<file path="src/rtl/ntt_pkg.sv">
// Shared definitions for the (I)NTT layer scheduler: transform geometry,
// scheduler state encoding and the per-layer twiddle base decode.
package ntt_pkg;

  localparam int unsigned NTT_N             = 256;
  localparam int unsigned NTT_HALF_NUM_BFU  = 16;
  localparam int unsigned NTT_NUM_LAYERS    = 7;
  localparam int unsigned ZETA_W            = 7;

  typedef enum logic [1:0] {
    ST_IDLE  = 2'd0,
    ST_READ  = 2'd1,
    ST_DRAIN = 2'd2,
    ST_DONE  = 2'd3
  } state_e;

  // NTT walks the twiddle tree forward (1<<layer), INTT walks it backward.
  function automatic logic [ZETA_W-1:0] zeta_of(input logic intt, input int unsigned layer);
    logic [ZETA_W-1:0] full;
    full = '1;
    if (intt) return full >> layer;
    return ZETA_W'(1) << layer;
  endfunction

endpackage

</file>
<file path="src/rtl/ntt_wb_delay.sv">
// Fixed-depth valid+address shift register with asynchronous reset; aligns
// write-backs (or twiddles) with the BFU pipeline latency.
module ntt_wb_delay #(
  parameter int unsigned DEPTH = 4,
  parameter int unsigned W     = 2
) (
  input  logic         clk,
  input  logic         rst_n,
  input  logic         d_valid,
  input  logic [W-1:0] d_addr,
  output logic         q_valid,
  output logic [W-1:0] q_addr
);

  logic         valid_sr [DEPTH];
  logic [W-1:0] addr_sr  [DEPTH];

  always_ff @(posedge clk or negedge rst_n) begin
    if (!rst_n) begin
      for (int unsigned i = 0; i < DEPTH; i++) begin
        valid_sr[i] <= 1'b0;
        addr_sr[i]  <= '0;
      end
    end else begin
      valid_sr[0] <= d_valid;
      addr_sr[0]  <= d_addr;
      for (int unsigned i = 1; i < DEPTH; i++) begin
        valid_sr[i] <= valid_sr[i-1];
        addr_sr[i]  <= addr_sr[i-1];
      end
    end
  end

  assign q_valid = valid_sr[DEPTH-1];
  assign q_addr  = addr_sr[DEPTH-1];

endmodule

</file>
<file path="src/rtl/ntt_layer_sched.sv">
// Layer scheduler for the 32-BFU (I)NTT datapath: issues bank row reads,
// permute/zeta controls and latency-aligned write-backs for one polynomial.
import ntt_pkg::*;

module ntt_layer_sched #(
  parameter int unsigned HALF_NUM_BFU = NTT_HALF_NUM_BFU,
  parameter int unsigned NUM_LAYERS   = NTT_NUM_LAYERS,
  parameter int unsigned ROWS         = NTT_N / (4 * HALF_NUM_BFU),
  parameter int unsigned BFU_LAT      = 4,
  parameter int unsigned PERM_LAYERS  = 4
) (
  input  logic                          i_clk,
  input  logic                          i_rst_n,
  input  logic                          i_start,
  input  logic                          i_intt,
  output logic                          o_busy,
  output logic                          o_done,
  output logic                          o_rd_en,
  output logic [$clog2(ROWS)-1:0]       o_rd_addr,
  output logic                          o_wr_en,
  output logic [$clog2(ROWS)-1:0]       o_wr_addr,
  output logic [$clog2(NUM_LAYERS)-1:0] o_layer,
  output logic                          o_intt,
  output logic                          o_permute,
  output logic [ZETA_W-1:0]             o_zeta_base
);

  localparam int unsigned RW = $clog2(ROWS);
  localparam int unsigned LW = $clog2(NUM_LAYERS);
  localparam logic [RW-1:0] LAST_ROW   = RW'(ROWS - 1);
  localparam logic [LW-1:0] LAST_LAYER = LW'(NUM_LAYERS - 1);

  localparam logic [1:0] IDLE  = ST_IDLE;
  localparam logic [1:0] READ  = ST_READ;
  localparam logic [1:0] DRAIN = ST_DRAIN;
  localparam logic [1:0] DONE  = ST_DONE;

  logic [1:0]        state;
  logic [RW-1:0]     row;
  logic [LW-1:0]     layer;
  logic              intt;
  logic [ZETA_W-1:0] zeta;

  logic              rd_en;
  logic [RW-1:0]     rd_addr;
  logic              wr_en;
  logic [RW-1:0]     wr_addr;
  logic              last_wr;

  always_comb begin
    rd_en   = (state == READ);
    rd_addr = rd_en ? row : '0;
    last_wr = wr_en && (wr_addr == LAST_ROW);
  end

  // DRAIN leaves on the final write of the layer, so the next layer's first
  // read can never overtake a pending write-back.
  always_ff @(posedge i_clk or negedge i_rst_n) begin
    if (!i_rst_n) begin
      state <= IDLE;
      row   <= '0;
      layer <= '0;
      intt  <= 1'b0;
      zeta  <= '0;
    end else begin
      case (state)
        IDLE: begin
          if (i_start) begin
            intt  <= i_intt;
            layer <= '0;
            row   <= '0;
            zeta  <= zeta_of(i_intt, 0);
            state <= READ;
          end
        end
        READ: begin
          if (row == LAST_ROW) begin
            row   <= '0;
            state <= DRAIN;
          end else begin
            row <= row + 1'b1;
          end
        end
        DRAIN: begin
          if (last_wr) begin
            if (layer == LAST_LAYER) begin
              state <= DONE;
            end else begin
              layer <= layer + 1'b1;
              zeta  <= zeta_of(intt, 32'(layer) + 1);
              state <= READ;
            end
          end
        end
        DONE:    state <= IDLE;
        default: state <= IDLE;
      endcase
    end
  end

  ntt_wb_delay #(
    .DEPTH (BFU_LAT),
    .W     (RW)
  ) u_wb_delay (
    .clk     (i_clk),
    .rst_n   (i_rst_n),
    .d_valid (rd_en),
    .d_addr  (rd_addr),
    .q_valid (wr_en),
    .q_addr  (wr_addr)
  );

  always_comb begin
    o_busy      = (state == READ) || (state == DRAIN);
    o_done      = (state == DONE);
    o_rd_en     = rd_en;
    o_rd_addr   = rd_addr;
    o_wr_en     = wr_en;
    o_wr_addr   = wr_addr;
    o_layer     = layer;
    o_intt      = intt;
    o_permute   = rd_en && intt && (32'(layer) < PERM_LAYERS);
    o_zeta_base = zeta;
  end

endmodule

</file>
<file path="config.mk">
export PLATFORM = sky130hd
export DESIGN_NAME = ntt_layer_sched
export DESIGN_NICKNAME = d
export VERILOG_FILES = /design/src/rtl/ntt_pkg.sv /design/src/rtl/ntt_wb_delay.sv /design/src/rtl/ntt_layer_sched.sv
export SDC_FILE = /design/constraint.sdc
export NUM_CORES = 1
export LEC_CHECK = 0
export BUFFER_PORTS_ARGS = -buffer_cell sky130_fd_sc_hd__buf_2
export CORE_ASPECT_RATIO = 0.6
export CORE_UTILIZATION = 49
export CTS_CLUSTER_DIAMETER = 200
export DETAILED_ROUTE_END_ITERATION = 12
export MAX_ROUTING_LAYER = met4
export PLACE_DENSITY = 0.77
export SLEW_MARGIN = 5
export SYNTH_ARGS = -nofsm -noshare
export SYNTH_HDL_FRONTEND = slang
export SYNTH_SLANG_ARGS = --single-unit
</file>
<file path="constraint.sdc">
create_clock -name i_clk -period 1.77 [get_ports i_clk]
set_input_delay 0.354 -clock i_clk [delete_from_list [all_inputs] [get_ports i_clk]]
set_output_delay 0.354 -clock i_clk [all_outputs]
set_load 0.02 [all_outputs]
</file>
; After elaboration in Yosys (flattened, before gate mapping)
; Index checks and enable logic that the tools add are counted.
[totals]
register_bits = 27
latchBits = 0
mem_bits_rw = 0
rom_bits = 0
input_bits = 4
output_inout_bits = 20
wordCells = 68
memories = 0
[op_classes]
addsub = 3
multipliers = 0
n_div = 0
order_cmp = 1
n_eq_ne = 10
shift = 2
mux = 28
bitwise_logic = 0
reduce_logical = 11
[op_table]
columns = cell, n
row1 = 2-to-1 mux 7 bit, 7
row2 = 2-to-1 mux 2 bit, 7
row3 = one-hot mux 7 bit (2 select lines), 1
row4 = 2-to-1 mux 3 bit, 3
row5 = "== test 2 bit, second input constant", 4
row6 = one-hot mux 2 bit (4 select lines), 1
row7 = 2-to-1 mux 1 bit, 7
row8 = "<< shifter 1 x 4 -> 7 bit, first input constant", 1
row9 = "right shift 7 x 4 -> 7 bit, first input constant", 1
row10 = "!= test 2 bit, second input constant", 3
row11 = one-hot mux 3 bit (2 select lines), 1
row12 = "adder 3 x 1 -> 4 bit, second input constant", 1
row13 = one-hot mux 2 bit (2 select lines), 1
row14 = AND reduction 2 bit, 2
row15 = AND reduction 4 bit, 1
row16 = nonzero test 2 bit, 2
row17 = "adder 3 x 1 -> 3 bit, second input constant", 1
row18 = "== test 3 bit, second input constant", 1
row19 = logical AND 1 bit, 3
row20 = "less-than comparator 3 bit, second input constant", 1
row21 = AND reduction 3 bit, 1
row22 = "adder 2 x 1 -> 2 bit, second input constant", 1
row23 = "== test 2 x 1 -> 1 bit, second input constant", 1
row24 = logical NOT 2 bit, 1
row25 = other kinds (2), 2

; Logic depth before layout (Yosys ltp)
; Gate-level depths: netlist of the first run.
[logic_depth]
ltp_word = 8
mapped_depth = 6

; By module
; Synthesis of the first run repeated with hierarchy kept, for this count alone.
[hier_totals]
cells_unflattened = 122
hier_area_um2 = 1300.0
[by_module_without_submodules]
columns = mod, instances, cells_each, area_each_um2, seq_area_each_um2
row1 = ntt_layer_sched, 1, 108, 984.7, 375.4
row2 = ntt_wb_delay, 1, 14, 315.3, 300.3

; Worst setup path after synthesis of the first run
; Ideal clock, no wire load.
[synth_path]
path_type = register to register
startpoint = register layer[0] (netlist: o_layer[0])
endpoint = register zeta[6] (netlist: o_zeta_base[6])
setup_time_ns = 0.125
t_arrival_ns = 1.867
t_required_ns = 1.645
slack_ns = -0.222
stages_incl_launch_ff = 7
n_path_buf = 1
synth_period_minus_slack_ns = 1.992
cell_sequence = dfrtp_1 -> inv_1 -> ha_1 -> and3_4 -> a2111o_1 -> buf_6 -> mux2_4
[synth_between]
elab_chain_cells = 7
word_cells_on_any_way = 11
[synth_lines]
columns = element, line_no
row1 = start: declaration, ntt_layer_sched.sv:40  ; logic [LW-1:0] layer;
row2 = start signal: assignment, ntt_layer_sched.sv:89  ; layer <= layer + 1'b1;
row3 = adder 3 x 1 -> 4 bit, ntt_layer_sched.sv:90  ; zeta <= zeta_of(intt, 32'(layer) + 1);
row4 = right shift 7 x 4 -> 7 bit, ntt_pkg.sv:21  ; if (intt) return full >> layer;
row5 = 2-to-1 mux 7 bit, ntt_pkg.sv:21
row6 = 2-to-1 mux 7 bit, ntt_pkg.sv:22  ; return ZETA_W'(1) << layer;
row7 = 2-to-1 mux 7 bit, ntt_layer_sched.sv:86  ; if (layer == LAST_LAYER) begin
row8 = 2-to-1 mux 7 bit, ntt_layer_sched.sv:85  ; if (last_wr) begin
row9 = one-hot mux 7 bit (2 select lines), ntt_layer_sched.sv:66  ; case (state)
row10 = end signal: assignment, ntt_layer_sched.sv:72  ; zeta <= zeta_of(i_intt, 0);
row11 = end signal: assignment, ntt_layer_sched.sv:90
row12 = end: declaration, ntt_layer_sched.sv:42  ; logic [ZETA_W-1:0] zeta;
; Parallel ways exist; a longest one is shown, timed or not. The select of a mux whose other input is x is not followed.
; A chain may end at the register's enable or synchronous reset.

; Worst setup path in the final report of the first run
[layout_path]
startpoint = register layer[1] (netlist: o_layer[1])
endpoint = register zeta[6] (netlist: o_zeta_base[6])
; The elaborated chain is that of the path after synthesis.

==> results of run 1 <==
metal layers:
metal,vias to the layer above,part of all wire
met4,0,0.039
met1,521,0.43
met2,53,0.45
met5,-,0
li1,496,-
met3,17,0.076
cell type report:
type                            count  area (um2)  area share
Multi-Input combinational cell     69         677       0.379
Clock inverter                      1        7.51     0.00421
Inverter                           10        41.3      0.0231
Timing Repair Buffer               45         299       0.168
Tap cell                           32        40.0      0.0224
Sequential cell                    27         678       0.380
Clock buffer                        3        41.3      0.0231
cell families (layout without fill, tap and decap cells):
| kind of cell | Yosys count | count (layout) | share of synthesized area |
|---|---|---|---|
| AND/OR/NAND/NOR | 26 | 26 | 0.123 |
| multiplexers | 4 | 4 | 0.0345 |
| AO/OA/AOI/OAI | 25 | 26 | 0.160 |
| buffers and inverters | 16 | 59 | 0.0569 |
| adder cells (fa/ha/maj) | 13 | 13 | 0.121 |
| flip-flops | 27 | 27 | 0.504 |
state kept, by name (all words and copies together) (netlist names):
register,cells
o_zeta_base,7
u_wb_delay.q_valid,1
state,2
o_layer,3
u_wb_delay.addr_sr,6
o_intt,1
u_wb_delay.valid_sr,3
row,2
u_wb_delay.q_addr,2
power groups by stage:
| stage | clock, mW | sequential, mW | combinational (mW) |
|---|---|---|---|
| 5_1_grt | 0.389 | 0.994 | 1.62 |
| 3_5_place_dp | 0 | 0.972 | 1.30 |
| 3_3_place_gp | 0 | 0.956 | 1.27 |
| 2_1_floorplan | 0 | 1.04 | 0.856 |
| 4_1_cts | 0.370 | 0.958 | 1.42 |
| 6_report | 0.357 | 0.969 | 1.52 |
through the flow:
step / instances / TNS (ns)
floorplan: 111 / -0.0139
global placement: 175 / 0
detailed placement: 175 / -0.0744
CTS: 185 / 0
global route: 187 / -0.147
finish: 187 / -0.0272
worst max path at each step:
stage                          start              to  cells past startpoint
after CTS                   state[0]  o_zeta_base[6]                      5
after global placement      state[0]  o_zeta_base[6]                      5
final                     o_layer[1]  o_zeta_base[6]                      5
after floorplan           o_layer[1]  o_zeta_base[1]                      6
after detailed placement    state[0]  o_zeta_base[6]                      5
after global routing      o_layer[1]  o_zeta_base[6]                      5
critical path: stages, from the launching register on:
cell and delay, ns:
dfrtp_2 0.46, buf_12 0.14, ha_4 0.16, and3_4 0.18, a2111o_1 0.41, mux2_4 0.33
cell usage in the layout (no fill, tap or decap), drive strengths merged, types with 3 or more instances in the layout:
cell type / count
o221ai: 3
or3b: 3
dfrtp: 27
buf: 45
and3: 3
o211ai: 3
ha: 13
clkbuf: 3
nor2b: 3
nor2: 4
inv: 9
a22o: 7
nand3b: 3
what timing repair did:
| action | in CTS | in global routing |
|---|---|---|
| buffers inserted | 5 | 2 |
| gates resized for setup | 5 | 8 |
| gates cloned | 1 | 0 |
| setup endpoints to repair | 10 | 10 |
| hold buffers | 0 | 0 |
| pin swaps | 3 | 8 |
| hold endpoints to repair | 0 | 0 |
==> flow_metrics.py, run 1 <==
metrics = {
    "outcome": {
        "status": "finished, violations left",
        "violations": "setup timing",
    },
    "setup_path": {
        "path_class": "flop to flop",
        "r2r_slack_ns": -0.03,
        "cp_max_fo": 5,
        "reg2regPathDepth": 5,
        "endpoint_kind": "flop",
        "cp.required_ns": 1.94,
        "cp-start-kind": "flop",
        "r2r_start": "o_layer[1]",
        "cp.arrival_ns": 1.97,
        "r2r_end": "o_zeta_base[6]",
    },
    "timing": {
        "whs_ns": 0.0661,
        "worst_pin_slew_ns": 0.585,
        "fmax_mhz": 556,
        "period_share": 1.02,
        "clock-skew-final_ns": 0.00684,
        "hold_viol_final": 0,
        "setup_viol_count_final": 1,
        "timing.final.crit_period_ns": 1.80,
        "drv_slew": 0,
        "layout_setup_ws_ns": -0.0272,
        "rsz0062_at_grt": "true",
        "slew_headroom": 0.610,
    },
    "worst_hold_path": {
        "hold_class": "primary input to asynchronous set/reset pin",
    },
    "drt": {
        "wl_per_cell_um": 17.5,
        "wl_um": 3270,
        "vias": 1087,
        "via_per_inst": 5.81,
        "drtIter0Drc": 34,
        "drt_first_pass_iters": 4,
        "drcViolationCount": 0,
        "ant_nets": 0,
    },
    "logic_synthesis": {
        "synth_top_cell_by_area": "dfrtp_1",
        "synth_edf_count": 0,
        "synth_most_common_cell": "dfrtp_1",
        "ys_types": 40,
        "synth_top_area_frac": 0.504,
        "synth_seq_cells": 27,
        "syn_area_mm2": 0.00134,
        "yosys-top-cells-count": "dfrtp_1 (27), ha_1 (13), inv_1 (8)",
        "syn_nets": 128,
        "yosys_warnings": 0,
        "ys_seq_area_frac": 0.504,
        "avgSynthCellArea_um2": 12.1,
        "synthCells": 111,
        "synthArstFlopShare": 1.00,
        "synth_area_leaders": "dfrtp_1 (50%), ha_1 (12%), a22o_1 (4.6%)",
        "synth_ff_type": "dfrtp_1",
    },
    "final_layout": {
        "fillCellCount": 182,
        "num_antenna_cells": 0,
        "fin_area_mm2": 0.00178,
        "final_nets": 173,
        "postLayoutCoreUtil": 0.698,
        "drive_gt1_frac": 0.458,
        "area_delta_synth_final_pct": 33.0,
    },
    "pwr": {
        "leakage_nw": 0.887,
        "p_total_mw": 2.85,
        "clkPwrFrac": 0.126,
        "switching_share": 0.407,
        "p_int_mw": 1.69,
        "powerDensity_mw_per_mm2": 1590,
        "comb_power_share": 0.534,
        "seqPwrFrac": 0.340,
        "p_switching_mw": 1.16,
        "ir_drop_mv": 0.857,
    },
    "global_route": {
        "grt_pass1_wl_um": 5090,
        "grt_usage": 0.242,
        "grt_pass1_vias": 1007,
        "grtUsageMet3": 0.0865,
        "grt_max_degree": 28,
        "grt.busiest_layer": "met2",
        "gr-total-overflow": 0,
        "grtUsageMet1": 0.290,
        "antenna_found_initial": 0,
        "grtUsageMet2": 0.371,
    },
    "placement": {
        "dp_slack_ns": -0.0463,
        "dp_hpwl_um": 2000,
        "io_buffers": 23,
        "place_area_mm2": 0.00160,
        "place.gp.congestion": 0.827,
    },
    "clocking": {
        "numCtsBuffers": 3,
        "clock_latency_ns": 0.28,
        "clock_sinks": 27,
        "clkTransAtPathRegs_ns": 0.09,
        "cts_tree": "built",
        "cts_root_buf": "clkbuf_8",
        "cts_buffer_depth": 2,
        "htreeDepth": 1,
    },
    "floorplan": {
        "start_util": 0.524,
        "die_area_mm2": 0.00296,
        "die_x_um": 69.5,
        "fp.coreArea_mm2": 0.00256,
        "die_h_um": 42.5,
        "num_rows": 14,
        "io_pins": 24,
    },
    "job": {
        "cap_violations": 0,
    },
}
Power figures use the tool's default switching activity.
==> inputs of run 2 (changes only) <==
==> constraint.sdc (replaced) <==
create_clock -name i_clk -period 1.77 [get_ports i_clk]
set_input_delay 0.177 -clock i_clk [delete_from_list [all_inputs] [get_ports i_clk]]
set_output_delay 0.177 -clock i_clk [all_outputs]
set_load 0.02 [all_outputs]
==> flow_metrics.py, run 2 (same netlist as run 1, synthesis figures left out) <==
metrics = {
    "outcome": {
        "status": "finished, violations left",
        "violations": "setup timing",
    },
    "setup_path": {
        "cp.arrival_ns": 1.99,
        "endpoint_kind": "flop",
        "path_class": "flop to flop",
        "cp.required_ns": 1.94,
        "cp-start-kind": "flop",
        "r2r_slack_ns": -0.05,
        "cp_max_fo": 5,
        "reg2regPathDepth": 5,
        "r2r_end": "o_zeta_base[6]",
        "r2r_start": "o_layer[1]",
    },
    "drt": {
        "drcViolationCount": 0,
        "drt_first_pass_iters": 4,
        "drtIter0Drc": 98,
        "via_per_inst": 5.75,
        "top_layer": "met4",
        "met1Wirelength_um": 1390,
        "wl_met2_um": 1600,
        "vias": 1086,
        "wl_um": 3290,
        "dr_wl_met3_um": 260,
        "wl_per_cell_um": 17.4,
        "ant_nets": 0,
    },
    "timing": {
        "layout_setup_ws_ns": -0.0507,
        "slew_headroom": 0.609,
        "worst_pin_slew_ns": 0.587,
        "hold_viol_final": 0,
        "clock-skew-final_ns": 0.00627,
        "rsz0062_at_grt": "true",
        "drv_slew": 0,
        "fmax_mhz": 549,
        "period_share": 1.03,
        "whs_ns": 0.192,
        "timing.final.crit_period_ns": 1.82,
        "setup_viol_count_final": 6,
        "finalSetupTns_ns": -0.143,
    },
    "final_layout": {
        "area_delta_synth_final_pct": 35.7,
        "fin_cells": 189,
        "drive_gt1_frac": 0.478,
        "final_nets": 175,
        "final_common_cell": "dfrtp_1",
        "fin_area_mm2": 0.00182,
        "postLayoutCoreUtil": 0.712,
        "num_antenna_cells": 0,
        "largest_reg_flops": 7,
        "final_cell_mix": "dfrtp_1 (24), buf_2 (22), buf_4 (19), a22o_1 (7), ha_1 (6)",
    },
    "pwr": {
        "p_int_mw": 1.70,
        "ir_drop_mv": 1.01,
        "p_total_mw": 2.88,
        "leakage_nw": 0.899,
        "switching_share": 0.412,
        "seqPwrFrac": 0.338,
        "powerDensity_mw_per_mm2": 1580,
        "clkPwrFrac": 0.124,
        "p_switching_mw": 1.19,
        "comb_power_share": 0.538,
    },
    "worst_hold_path": {
        "min_from": "i_intt",
        "whs_path_depth": 3,
        "whs_endpoint": "o_intt",
        "hold_class": "primary input to flop",
    },
    "global_route": {
        "grt_max_degree": 28,
        "grt_usage": 0.242,
        "antenna_found_initial": 0,
        "gr-total-overflow": 0,
        "grt_pass1_wl_um": 5160,
        "grt_pass1_vias": 1069,
    },
    "floorplan": {
        "die_h_um": 42.5,
        "die_x_um": 69.5,
        "num_rows": 14,
        "die_area_mm2": 0.00296,
        "start_util": 0.524,
        "fp.coreArea_mm2": 0.00256,
        "io_pins": 24,
    },
    "clocking": {
        "numCtsBuffers": 3,
        "clkTransAtPathRegs_ns": 0.09,
        "cts_buffer_depth": 2,
        "cts_tree": "built",
        "htreeDepth": 1,
        "clock_latency_ns": 0.28,
        "cts_root_buf": "clkbuf_8",
        "clock_sinks": 27,
    },
    "placement": {
        "place_inst": 175,
        "io_buffers": 23,
        "dp_hpwl_um": 2160,
        "dp_slack_ns": -0.0758,
        "place.gp.congestion": 0.858,
        "place_area_mm2": 0.00160,
    },
    "job": {
        "cap_violations": 0,
    },
}
==> run 2: power groups by stage <==
| stage | registers [mW] | clock network (mW) | logic, mW |
|---|---|---|---|
| after floorplan | 1.04 | 0 | 0.856 |
| after global placement | 0.956 | 0 | 1.27 |
| after detailed placement | 0.974 | 0 | 1.33 |
| after CTS | 0.963 | 0.363 | 1.43 |
| after global routing | 1.00 | 0.384 | 1.68 |
| final | 0.976 | 0.357 | 1.55 |
==> run 2: worst max path at each step <==
stage	from	end	slack [ns]	cells past startpoint
floorplan	o_layer[1]	o_zeta_base[1]	-0.01	6
global route	o_layer[0]	o_zeta_base[6]	-0.08	6
CTS	state[0]	o_zeta_base[6]	-0.002	5
global placement	state[0]	o_zeta_base[6]	0.004	5
finish	o_layer[1]	o_zeta_base[6]	-0.05	5
detailed placement	state[0]	o_zeta_base[6]	-0.08	5
==> run 2: timing repair <==
item | in CTS | in global routing
hold buffers | 1 | 0
hold endpoints to repair | 27 | 0
gates resized for setup | 6 | 15
endpoints found under the setup margin | 7 | 12
cloned | 1 | 0
setup buffers | 5 | 3
pin swaps | 3 | 4
==> run 2: layer usage <==
metal / GRT usage / up-vias
li1: - / 494
met2: 0.381 / 48
met4: 0.0653 / 0
met3: 0.0625 / 7
met5: - / -
met1: 0.314 / 537
==> run 2: area by class of cell <==
cell class / count / area [um2]
clock buffers: 3 / 41.3
fillers: 167 / 737
flip-flops and latches: 27 / 679
inverters: 10 / 40.0
clock inverters: 1 / 7.51
multi-input cells: 69 / 693
repair buffers: 47 / 319
well taps: 32 / 40.0
==> run 2: worst max-delay path: stages (launching register included) <==
cell and delay [ns]:
dfrtp_2 0.43, buf_6 0.13, ha_4 0.16, and3_4 0.19
a2111o_1 0.46, mux2_4 0.33
==> inputs of run 3 (changes only) <==
--- a/config.mk
+++ b/config.mk
@@ -7,11 +7,12 @@
 export LEC_CHECK = 0
 export BUFFER_PORTS_ARGS = -buffer_cell sky130_fd_sc_hd__buf_2
 export CORE_ASPECT_RATIO = 0.6
-export CORE_UTILIZATION = 49
+export CORE_UTILIZATION = 51
+export CTS_BUF_LIST = sky130_fd_sc_hd__clkbuf_8
 export CTS_CLUSTER_DIAMETER = 200
 export DETAILED_ROUTE_END_ITERATION = 12
 export MAX_ROUTING_LAYER = met4
-export PLACE_DENSITY = 0.77
+export PLACE_DENSITY = 0.8
 export SLEW_MARGIN = 5
 export SYNTH_ARGS = -nofsm -noshare
 export SYNTH_HDL_FRONTEND = slang
==> flow_metrics.py, run 3 (same netlist as run 1, synthesis figures left out) <==
metrics = {
    "global_route": {
        "grt_pass1_vias": 925,
        "grt_usage": 0.220,
        "antenna_found_initial": 0,
        "grt_max_degree": 28,
        "gr-total-overflow": 0,
        "grt_pass1_wl_um": 4460,
    },
    "drt": {
        "vias": 1025,
        "drt_first_pass_iters": 4,
        "drcViolationCount": 0,
        "wl_per_cell_um": 16.5,
        "drtIter0Drc": 77,
        "wl_um": 3000,
        "via_per_inst": 5.63,
        "ant_nets": 0,
    },
    "outcome": {
        "violations": "setup timing",
        "status": "finished, violations left",
    },
    "pwr": {
        "powerDensity_mw_per_mm2": 1580,
        "comb_power_share": 0.521,
        "ir_drop_mv": 1.06,
        "p_int_mw": 1.65,
        "clkPwrFrac": 0.130,
        "leakage_nw": 0.872,
        "seqPwrFrac": 0.349,
        "p_total_mw": 2.79,
        "p_switching_mw": 1.14,
        "switching_share": 0.408,
    },
    "final_layout": {
        "multiInputGateArea_um2": 681,
        "final_cell_mix": "dfrtp_1 (24), buf_2 (21), buf_4 (17), a22o_1 (7), ha_1 (7)",
        "area_delta_synth_final_pct": 31.8,
        "largest_reg_flops": 7,
        "final_common_cell": "dfrtp_1",
        "postLayoutCoreUtil": 0.760,
        "drive_gt1_frac": 0.447,
        "fin_area_mm2": 0.00177,
        "ff_latch_area_um2": 679,
        "fin_cells": 182,
        "fillCellCount": 156,
        "final_nets": 170,
        "num_antenna_cells": 0,
    },
    "timing": {
        "finalSetupTns_ns": -0.00812,
        "slew_headroom": 0.612,
        "timing.final.crit_period_ns": 1.78,
        "layout_setup_ws_ns": -0.00812,
        "setup_viol_count_final": 1,
        "fmax_mhz": 562,
        "drv_slew": 0,
        "hold_viol_final": 0,
        "period_share": 1.00,
        "rsz0062_at_grt": "true",
        "clock-skew-final_ns": 0.00660,
        "whs_ns": 0.194,
        "worst_pin_slew_ns": 0.582,
    },
    "setup_path": {
        "slowest_stage": "dfrtp_2",
        "reg2regPathDepth": 5,
        "path_class": "flop to flop",
        "slowest_delay_ns": 0.45,
        "r2r_start": "o_layer[1]",
        "worstSetupEndpoint": "o_zeta_base[6]",
        "endpoint_kind": "flop",
        "worstPathCellList": "buf_6 > ha_4 > and3_4 > a2111o_1 > mux2_4",
        "r2r_slack_ns": -0.008,
        "cp.arrival_ns": 1.94,
        "cp.required_ns": 1.94,
        "cp_max_fo": 5,
        "crit_family": "flip-flops",
        "path_buf_inv": 1,
        "r2r_end": "o_zeta_base[6]",
        "cp.depth": 5,
        "crit_path_start": "o_layer[1]",
        "cp-start-kind": "flop",
    },
    "clocking": {
        "htreeDepth": 1,
        "cts_buffer_depth": 2,
        "clock_latency_ns": 0.28,
        "cts_tree": "built",
        "cts_root_buf": "clkbuf_8",
        "numCtsBuffers": 3,
        "clock_sinks": 27,
        "clkTransAtPathRegs_ns": 0.10,
    },
    "placement": {
        "place.gp.congestion": 0.868,
        "place_inst": 171,
        "dp_slack_ns": -0.0378,
        "place_area_mm2": 0.00159,
        "io_buffers": 23,
        "dp_hpwl_um": 1880,
    },
    "floorplan": {
        "start_util": 0.577,
        "num_rows": 13,
        "die_area_mm2": 0.00285,
        "fp.coreArea_mm2": 0.00233,
        "die_h_um": 41.7,
        "die_x_um": 68.2,
        "io_pins": 24,
    },
    "worst_hold_path": {
        "hold_class": "primary input to flop",
    },
    "job": {
        "cap_violations": 0,
    },
}
run 3: cell count changes in the layout (fill, tap and decap cells not counted), moves of 2 or more:
cell    before  now
inv_4        1    3
buf_4       19   17
buf_6        5    3
or3b_2       2    0
or3b_4       1    3
inv_2        4    2
run 3: power by group through the flow:
stage	clock (mW)	sequential (mW)	combinational [mW]
after CTS	0.366	0.960	1.34
after floorplan	0	1.04	0.856
after detailed placement	0	0.972	1.28
after global routing	0.398	1.01	1.58
after global placement	0	0.956	1.26
final	0.361	0.974	1.45
run 3: how the worst min path moves through the flow:
| stage | start | slack [ns] | depth (start not counted) | to |
|---|---|---|---|---|
| after floorplan | i_rst_n | -0.12 | 0 | o_intt |
| after global placement | i_rst_n | 0.21 | 1 | o_layer[2] |
| after detailed placement | i_rst_n | 0.22 | 1 | o_layer[2] |
| after CTS | i_intt | 0.16 | 3 | o_intt |
| after global routing | i_intt | 0.21 | 3 | o_intt |
| final | i_intt | 0.19 | 3 | o_intt |
run 3: layout make-up:
type | instances | area share
multi-input combinational | 69 | 0.385
inverter | 10 | 0.0255
sequential | 27 | 0.384
timing repair buffer | 42 | 0.156
tap | 30 | 0.0212
clock inverter | 1 | 0.00425
clock buffer | 3 | 0.0234
run 3: worst min-delay path: stages:
cell,delay (ns)
buf_2,0.10
inv_1,0.07
mux2i_1,0.08
run 3: timing repair:
action	CTS	global route
resized for setup	3	17
hold endpoints to repair	27	0
buffers inserted	2	3
hold buffers	1	0
pin swaps	4	8
endpoints found under the setup margin	5	10
cloned	1	0
run 3: routing by layer:
metal | vias up | track usage | routed length, um
met5 | - | - | 0
met2 | 41 | 0.282 | 1270
met1 | 497 | 0.336 | 1450
met3 | 2 | 0.0769 | 264
met4 | 0 | 0.0292 | 15
li1 | 485 | - | -
